**config.mk**
```make
export PLATFORM = sky130hd
export DESIGN_NAME = adau_frame_sender
export DESIGN_NICKNAME = d
export VERILOG_FILES = /design/src/rtl/adau_frame_sender.sv
export SDC_FILE = /design/constraint.sdc
export NUM_CORES = 1
export LEC_CHECK = 0
export ABC_AREA = 1
export CAP_MARGIN = 15
export CORE_MARGIN = 1.5
export CORE_UTILIZATION = 55
export DETAILED_ROUTE_END_ITERATION = 10
export PLACE_DENSITY = 0.85
export REMOVE_ABC_BUFFERS = 1
export SYNTH_ARGS = -nofsm -noshare
export SYNTH_HDL_FRONTEND = slang
export SYNTH_SLANG_ARGS = --single-unit
```
**constraint.sdc**
```tcl
create_clock -name clock -period 2.01 [get_ports clock]
set_input_delay 0.3015 -clock clock [delete_from_list [all_inputs] [get_ports clock]]
set_output_delay 0.3015 -clock clock [all_outputs]
set_load 0.02 [all_outputs]
```
**src/rtl/adau_frame_sender.sv**
```systemverilog
// Read-side scheduler for the ADAU frame RAM: walks the RAM once per start pulse
// and streams sync word, big-endian data words and a 16-bit checksum as bytes.
module adau_frame_sender #(
  parameter int          FRAME_LEN = 260,
  parameter int          ADDR_W    = 9,
  parameter int          RD_LAT    = 2,
  parameter logic [15:0] SYNC_WORD = 16'hA55A
) (
  input  logic              clock,
  input  logic              reset,
  input  logic              start,
  input  logic              clr_ovr,
  output logic [ADDR_W-1:0] rd_addr,
  input  logic [15:0]       rd_data,
  output logic [7:0]        tx_data,
  output logic              tx_valid,
  input  logic              tx_ready,
  output logic              busy,
  output logic              done,
  output logic              overrun,
  output logic [15:0]       frame_cnt,
  output logic [2:0]        dbg_state
);

  typedef enum logic [2:0] {
    IDLE   = 3'd0,
    SYNC_H = 3'd1,
    SYNC_L = 3'd2,
    FETCH  = 3'd3,
    BYTE_H = 3'd4,
    BYTE_L = 3'd5,
    CHK_H  = 3'd6,
    CHK_L  = 3'd7
  } state_t;

  localparam logic [ADDR_W-1:0] LAST_IDX = ADDR_W'(FRAME_LEN - 1);
  localparam logic [1:0]        LAT_LAST = 2'(RD_LAT - 1);

  state_t            r_state;
  logic [ADDR_W-1:0] r_idx;
  logic [1:0]        r_lat;
  logic [15:0]       r_word;
  logic [15:0]       r_chk;
  logic              w_acc;
  logic [15:0]       w_chk_next;

  // Handshake: a byte moves on every rising edge where tx_valid && tx_ready;
  // tx_data/tx_valid are registered and held until that edge, tx_ready is
  // don't-care while tx_valid is low.
  assign w_acc      = tx_valid & tx_ready;
  assign w_chk_next = r_chk + rd_data;
  assign dbg_state  = r_state;

  always_ff @(posedge clock) begin
    if (reset) begin
      r_state   <= IDLE;
      r_idx     <= '0;
      r_lat     <= '0;
      r_word    <= '0;
      r_chk     <= '0;
      rd_addr   <= '0;
      tx_data   <= '0;
      tx_valid  <= 1'b0;
      busy      <= 1'b0;
      done      <= 1'b0;
      overrun   <= 1'b0;
      frame_cnt <= '0;
    end else begin
      done <= 1'b0;
      // busy is still high on the final checksum-byte cycle, so a start there counts as overrun
      if (start && busy) overrun <= 1'b1;
      else if (clr_ovr)  overrun <= 1'b0;

      case (r_state)
        IDLE: begin
          if (start) begin
            r_state  <= SYNC_H;
            busy     <= 1'b1;
            r_idx    <= '0;
            r_chk    <= '0;
            tx_valid <= 1'b1;
            tx_data  <= SYNC_WORD[15:8];
          end
        end
        SYNC_H: begin
          if (w_acc) begin
            r_state <= SYNC_L;
            tx_data <= SYNC_WORD[7:0];
          end
        end
        SYNC_L: begin
          if (w_acc) begin
            r_state  <= FETCH;
            tx_valid <= 1'b0;
            rd_addr  <= '0;
            r_lat    <= '0;
          end
        end
        FETCH: begin
          // rd_data is sampled on the last of RD_LAT wait cycles after the address change
          if (r_lat == LAT_LAST) begin
            r_word   <= rd_data;
            r_chk    <= w_chk_next;
            tx_data  <= rd_data[15:8];
            tx_valid <= 1'b1;
            r_state  <= BYTE_H;
          end else begin
            r_lat <= r_lat + 2'd1;
          end
        end
        BYTE_H: begin
          if (w_acc) begin
            r_state <= BYTE_L;
            tx_data <= r_word[7:0];
          end
        end
        BYTE_L: begin
          if (w_acc) begin
            if (r_idx == LAST_IDX) begin
              r_state <= CHK_H;
              tx_data <= r_chk[15:8];
            end else begin
              r_state  <= FETCH;
              r_idx    <= r_idx + ADDR_W'(1);
              rd_addr  <= r_idx + ADDR_W'(1);
              r_lat    <= '0;
              tx_valid <= 1'b0;
            end
          end
        end
        CHK_H: begin
          if (w_acc) begin
            r_state <= CHK_L;
            tx_data <= r_chk[7:0];
          end
        end
        CHK_L: begin
          if (w_acc) begin
            r_state   <= IDLE;
            tx_valid  <= 1'b0;
            busy      <= 1'b0;
            done      <= 1'b1;
            frame_cnt <= frame_cnt + 16'd1;
          end
        end
        default: r_state <= IDLE;
      endcase
    end
  end

endmodule

```
# --- Word-level counts from Yosys, hierarchy flattened ---
# Cells that the tools add are included.
word_totals:
  inputBits: 21
  output_inout_bits: 40
  regBits: 75
classes:
  addsub: 4
  mux: 42
  bitwise_logic: 2
  eq_ne: 21
  n_reduce_logical: 22
ops:
  columns: ["cell", "n"]
  rows:
  - ["$mux 8", 7]
  - ["$pmux 8 s6", 1]
  - ["$mux 9", 4]
  - ["$pmux 9 s2", 2]
  - ["$mux 16", 2]
  - ["$pmux 16 s2", 1]
  - ["$mux 3", 9]
  - ["$pmux 3 s8", 1]
  - ["$ne 2x2->1 const B", 11]
  - ["$add 16x1->16 const B", 1]
  - ["$add 16x16->16", 1]
  - ["$reduce_and 8->1", 2]
  - ["$eq 3x3->1 const B", 4]
  - ["$reduce_bool 2->1", 5]
  - ["$add 9x1->9 const B", 1]
  - ["$eq 9x9->1 const B", 1]
  - ["$mux 1", 8]
  - ["$mux 2", 4]
  - ["$reduce_and 4->1", 2]
  - ["$eq 3x2->1 const B", 2]
  - ["$pmux 2 s3", 1]
  - ["$reduce_and 3->1", 2]
  - ["$reduce_and 6->1", 1]
  - ["$reduce_bool 6->1", 1]
  - ["other kinds (15)", 17]

# --- Longest topological paths before layout ---
# Gate-level depths: netlist of the first run.
logic_depth:
  depth_word: 4
  mapped_depth: 11
  mapped_depth_nobuf: 11

# --- Worst setup path after synthesis of the first run ---
# No wires, ideal clock.
synth_timing:
  path_type: "reg-to-reg"
  startpoint: "register r_state[0] (netlist: dbg_state[0])"
  endpoint: "register r_chk[15]"
  t_arrival_ns: 1.530
  path_stages_with_launch: 9
  setup_slack_ns: 0.348
  synth_period_minus_slack_ns: 1.662
  n_path_buf: 1
  path_cell_list: "dfxtp_1 -> nand2_1 -> nor2_2 -> nor2_1 -> nor2_2 -> inv_2 -> buf_4 -> nand2_1 -> a21oi_1"
synth_via:
  elab_chain_cells: 3
  elab_cells_between_ends: 7
synth_rtl:
  columns: ["item", "line_no", "text"]
  rows:
  - ["start, declared", "39", "state_t r_state;"]
  - ["start signal, assigned", "56", "r_state <= IDLE;"]
  - ["start signal, assigned", "77", "r_state <= SYNC_H;"]
  - ["start signal, assigned", "87", "r_state <= SYNC_L;"]
  - ["$eq 3x2->1 or $logic_not 3->1 (tied branches)", "74", "case (r_state)"]
  - ["$ne 2x2->1 (no line) or $reduce_bool 2->1 (tied branches)", null, null]
  - ["$reduce_and 3->1 (no line)", null, null]
  - ["end signal, assigned", "103", "r_chk <= w_chk_next;"]
  - ["end, declared", "43", "logic [15:0] r_chk;"]
# Several ways; a longest one is shown, not always the timed one.
# A chain may end at the register's enable or synchronous reset.

# --- Worst setup path in the final report of the first run ---
layout_timing:
  startpoint: "register r_state[0] (netlist: dbg_state[0])"
  endpoint: "register r_chk[12]"
# Same word-level chain as after synthesis.

==> results of run 1 <==
==> power groups by stage <==
stage / logic, mW / registers (mW) / clock network (mW)
floorplan: 1.17 / 1.96 / 0
global placement: 1.94 / 1.87 / 0
detailed placement: 1.99 / 1.89 / 0
CTS: 2.00 / 1.85 / 1.26
global route: 2.25 / 1.89 / 1.32
finish: 2.04 / 1.86 / 1.26
==> layer usage <==
metal	vias to the layer above	wire, um	share of wire, %
met5	-	0	0
met2	197	5550	46
li1	2397	-	-
met3	28	896	7.5
met4	0	186	1.6
met1	2145	5300	44
==> path summary, 6_finish.rpt <==
kind	start	end	slack (ns)	cells past startpoint
max	dbg_state[0]	r_chk[12]	0.12	8
min	rd_addr[0]	rd_addr[0]	0.47	2
min reg2reg	rd_addr[0]	rd_addr[0]	0.47	2
max reg2reg	dbg_state[0]	r_chk[12]	0.12	8
==> cells in the mapped netlist <==
| cell | number |
|---|---|
| o21ai_0 | 29 |
| nand3b_1 | 3 |
| o21ai_1 | 7 |
| fa_1 | 1 |
| buf_2 | 1 |
| and2_1 | 3 |
| xor2_1 | 4 |
| inv_2 | 5 |
| nor3b_1 | 1 |
| nand2_1 | 213 |
| nand3b_4 | 1 |
| nor2_2 | 5 |
| o211a_1 | 1 |
| o2111ai_1 | 3 |
| buf_4 | 3 |
| o22ai_1 | 1 |
| clkbuf_1 | 9 |
| nor3_1 | 14 |
| a21oi_1 | 69 |
| xnor2_1 | 1 |
| dfxtp_1 | 75 |
| nor2_1 | 60 |
| o21bai_1 | 1 |
| nor3_4 | 2 |
| nor2_4 | 2 |
| nand3_1 | 47 |
| ha_1 | 18 |
| nand2_2 | 4 |
| or2_2 | 7 |
| inv_1 | 82 |
| nand4_1 | 10 |
| buf_1 | 1 |
| o21a_1 | 1 |
==> logic make-up after synthesis <==
group / share of synthesized area (%)
AO/OA/AOI/OAI: 13.3
XOR/XNOR: 0.999
adder cells (fa/ha/maj): 5.60
buffers and inverters: 8.94
flip-flops: 34.3
AND/OR/NAND/NOR: 36.9
==> state kept, by name, summed over array words and instances, names as in the netlist <==
name,flops
frame_cnt,16
r_chk,16
r_idx,9
rd_addr,9
r_word,8
tx_data,8
dbg_state,3
r_lat,2
busy,1
done,1
overrun,1
tx_valid,1
==> worst max-delay path: cells and delay by family (launching register included) <==
kind / cells / cell delay (ns)
buffers and inverters: 1 / 0.26
AO/OA/AOI/OAI: 1 / 0.16
AND/OR/NAND/NOR: 6 / 0.94
flip-flops: 1 / 0.47
==> metrics by stage <==
| step | power [mW] | util, % | worst slack, ns |
|---|---|---|---|
| after global routing | 5.45 | 72.3 | -0.0221 |
| after CTS | 5.11 | 72.0 | 0.150 |
| final | 5.16 | 72.3 | 0.122 |
| after global placement | 3.81 | 69.2 | -0.117 |
| after floorplan | 3.13 | - | 0.00647 |
| after detailed placement | 3.88 | 69.2 | -0.185 |
==> area by class of cell <==
cell class	instances	area share (%)
clock buffers	10	2.46
clock inverters	6	1.30
inverters	87	5.85
multi-input cells	508	44.7
flip-flops and latches	75	26.9
well taps	102	2.28
repair buffers	101	16.5
==> what timing repair did <==
action,4_1_cts,5_1_grt
buffers inserted,0,2
gates resized for setup,0,2
endpoints found under the setup margin,0,10
hold buffers,0,0
==> run_results.csv, run 1 <==
group,metric,value,unit
clock_tree,cts_root_buffer,"clkbuf_8",
clock_tree,clk_path_buf_depth,2,
power,ir_worst_vdd,0.580,mV
floorplanning,die_area,0.00851,sq mm
power,p_sw_share,39.7,%
power,pwr-share-clk,24.4,%
power,comb_power_share,39.6,%
grt,grt.overflow.total,0,
finish,ff_latch_area,0.00150,sq mm
logic_synthesis,ys_warn_count,0,
clock_tree,clock-sinks,75,
sta,skew,0.0150,ns
grt,grt_pass1_vias,4448,
logic_synthesis,synth_top_area_share,34.3,%
logic_synthesis,synth_cell_types,33,
power,internal-power,3.11,mW
finish,final_area,0.00559,sq mm
placed_design,portBuffers,60,
logic_synthesis,synth_largest_area_cell,"dfxtp_1",
sta,max_slew_margin,67.4,%
routing,wl_per_cell,13.4,um
setup_path,crit_top_cell,"nand2_1",
setup_path,worstSetupEndpointType,"flop",
floorplanning,row_count,32,
finish,final_common_cell,"nand2_1",
placed_design,dp_cells,871,
logic_synthesis,seq_area_frac_synth,34.3,%
routing,drc_errors,0,
grt,grt_use_met1,37.0,%
floorplanning,start_util,56.7,%
routing,antenna_left,0,
routing,routed_wl,11900,um
floorplanning,die_h,92.3,um
logic_synthesis,syn_inst,684,
floorplanning,num_io_pins,61,
clock_tree,clock_latency,0.36,ns
sta,maxSlewViolCount,0,
sta,finalHoldViolCount,0,
power,powerDensity,923,mW/mm^2
setup_path,slowest_delay,0.47,ns
worst_hold_path,hold_path_class,"flop to flop",
sta,period_needed,1.89,ns
placed_design,postPlaceCellArea,0.00535,sq mm
finish,multi_input_area,0.00250,sq mm
clock_tree,cts_tree,"done",
routing,via_per_inst,5.36,
finish,syn_to_final_growth,27.5,%
sta,grt_setup_unrepaired,"yes",
grt,antenna_found_initial,0,
grt,grt_use_met3,4.81,%
routing,vias,4767,
finish,antenna_cells,0,
routing,drtIter0Drc,336,
sta,fmax,530,MHz
logic_synthesis,synth_seq_cells,75,
finish,layout-drive-gt1-share,10.7,%
placed_design,place.gp.congestion,0.928,
logic_synthesis,netlist_area,0.00438,sq mm
flow_run,maxCapViolCount,0,
grt,busiest_layer,"met2",
clock_tree,h-tree-depth,3,
outcome,outcome,"completed",
grt,grt.total_usage,28.8,%
finish,nets,822,
clock_tree,clk_transition_reported_paths,0.08,ns
clock_tree,cts_made_buffers,9,
sta,worstMarginPinSlew,0.490,ns
sta,finalCritPeriodShare,93.9,%
setup_path,critical_path_class,"flop to flop",
finish,final_cell_mix,"nand2_1 (213), inv_1 (82), dfxtp_1 (75), a21oi_1 (69)",
sta,tns,0,ns
power,p_seq_share,36.1,%
setup_path,path_max_fanout,14,
logic_synthesis,synthTopCellsByArea,"dfxtp_1 (34%), nand2_1 (18%), a21oi_1 (7.9%)",
floorplanning,die_x,92.3,um
logic_synthesis,syn_area_per_cell,6.41,sq um
placed_design,place_hpwl,8780,um
power,p_sw,2.05,mW
grt,grt_start_max_net_pins,43,
power,leakage,2.48,nW
setup_path,crit_chain,"nand2_1, nor2_2, nand2_1, nand2_2, nor2_2, inv_2, nand2_1, a21oi_1",
sta,holdWs,0.467,ns
grt,grt_pass1_wl,19500,um
sta,setup_viol,0,
setup_path,cp_slowest_cell,"dfxtp_1",
finish,fillers,615,
grt,met2_usage,48.7,%
routing,drt-pass1-iter-count,5,
setup_path,worstPathArrival,2.18,ns
setup_path,start_kind,"flop",
finish,final_cells,889,
setup_path,worstPathRequired,2.30,ns
floorplanning,core,0.00773,sq mm
No activity file was read; power rests on OpenSTA's default activity.
==> run 2, diff against run 1 <==
GPL_ROUTABILITY_DRIVEN = 0   (was default)
SLEW_MARGIN = 20   (was default)
==> run_results.csv, run 2 (synthesis gave the netlist of run 1 again) <==
group,metric,value,unit
grt,grt_pass1_wl,19800,um
grt,grt.overflow.total,0,
sta,fin_ws,0.122,ns
routing,via_per_inst,5.46,
clock_tree,h-tree-depth,3,
floorplanning,die_h,92.3,um
clock_tree,holdBufCountCts,0,
flow_run,maxCapViolCount,0,
clock_tree,clock-sinks,75,
sta,tns,0,ns
floorplanning,core,0.00773,sq mm
sta,period_needed,1.89,ns
routing,antenna_left,0,
setup_path,path_depth,1,
setup_path,start_kind,"flop",
finish,final_area,0.00556,sq mm
routing,routed_wl,12000,um
finish,layout-drive-gt1-share,10.0,%
clock_tree,cts_tree,"done",
finish,final_cells,882,
sta,grt_setup_unrepaired,"yes",
sta,max_slew_margin,67.6,%
setup_path,path_max_fanout,8,
sta,finalCritPeriodShare,93.9,%
finish,reg.largest.list,"frame_cnt x16, r_chk x16",
placed_design,postPlaceCellArea,0.00530,sq mm
clock_tree,clock_latency,0.37,ns
clock_tree,clk_path_buf_depth,2,
sta,worstMarginPinSlew,0.487,ns
power,leakage,2.46,nW
placed_design,dp_cells,864,
finish,final_cell_mix,"nand2_1 (213), inv_1 (82), dfxtp_1 (75), a21oi_1 (69)",
sta,setup_viol,0,
floorplanning,start_util,56.7,%
grt,grt_pass1_vias,4394,
finish,antenna_cells,0,
power,powerDensity,945,mW/mm^2
sta,maxSlewViolCount,0,
finish,syn_to_final_growth,26.9,%
routing,drtIter0Drc,286,
sta,skew,0.0108,ns
worst_hold_path,hold_depth,2,
clock_tree,cts_root_buffer,"clkbuf_8",
floorplanning,die_x,92.3,um
floorplanning,num_io_pins,61,
setup_path,critical_path_class,"flop to output port",
placed_design,place_hpwl,8930,um
routing,wl_per_cell,13.6,um
setup_path,crit_family,"buffers and inverters",
finish,nets,815,
floorplanning,row_count,32,
grt,grt_start_max_net_pins,43,
setup_path,r2r_cells,9,
setup_path,crit_chain,"clkdlybuf4s50_1",
grt,grt.total_usage,29.1,%
setup_path,worstPathRequired,1.71,ns
setup_path,worstSetupEndpointType,"output port",
clock_tree,cts_made_buffers,9,
routing,vias,4819,
placed_design,portBuffers,60,
outcome,outcome,"completed",
sta,finalHoldViolCount,0,
routing,drc_errors,0,
setup_path,critical_path_buf_inv_count,1,
power,fin_total_pwr,5.25,mW
worst_hold_path,hold_path_class,"flop to flop",
setup_path,worstPathArrival,1.59,ns
floorplanning,die_area,0.00851,sq mm
grt,antenna_found_initial,0,
setup_path,slowest_delay,0.69,ns
clock_tree,clk_transition_reported_paths,0.08,ns
placed_design,place_ws,-0.197,ns
routing,drt-pass1-iter-count,7,
finish,final_common_cell,"nand2_1",
setup_path,cp_slowest_cell,"clkdlybuf4s50_1",
sta,fmax,530,MHz
power,ir_worst_vdd,0.600,mV
==> run 2: repair_timing <==
action,4_1_cts,5_1_grt
resized for setup,0,3
buffers inserted,0,2
setup endpoints to repair,0,10
==> run 2: power breakdown <==
part | internal [mW] | total (mW) | switching [mW]
clock network | 0.744 | 1.37 | 0.622
registers | 1.68 | 1.85 | 0.171
logic | 0.793 | 2.03 | 1.24
==> run 2: stage by stage <==
| step | util [%] | hold WS [ns] |
|---|---|---|
| 6_report | 71.9 | 0.465 |
| 5_1_grt | 71.9 | 0.493 |
| 4_1_cts | 71.6 | 0.464 |
| 3_5_place_dp | 68.6 | 0.453 |
| 3_3_place_gp | 68.6 | 0.441 |
| 2_1_floorplan | - | 0.371 |
==> run 2: cell type report <==
class                      count  area (sq um)
inverter                      87           327
sequential                    75          1500
timing repair buffer          94           868
tap                          102           128
clock inverter                 6          93.8
fill                         631          2170
multi-input combinational    508          2500
clock buffer                  10           138
==> run 2: final timing paths <==
path                     start  slack, ns            to
setup / recovery  dbg_state[2]       0.12  dbg_state[2]
hold / removal      tx_data[4]       0.46    tx_data[4]
setup reg to reg  dbg_state[2]       0.13  frame_cnt[7]
hold reg to reg     tx_data[4]       0.46    tx_data[4]
==> run 2: per-layer routing <==
layer  global-route usage [%]  vias to the layer above  wire length (um)  share of wire [%]
met5                        0                        -                 0                  0
met4                     9.49                        0               213                1.8
li1                         -                     2384                 -                  -
met2                     47.3                      187              5590                 46
met1                     38.4                     2218              5320                 44
met3                     6.05                       30               897                7.5
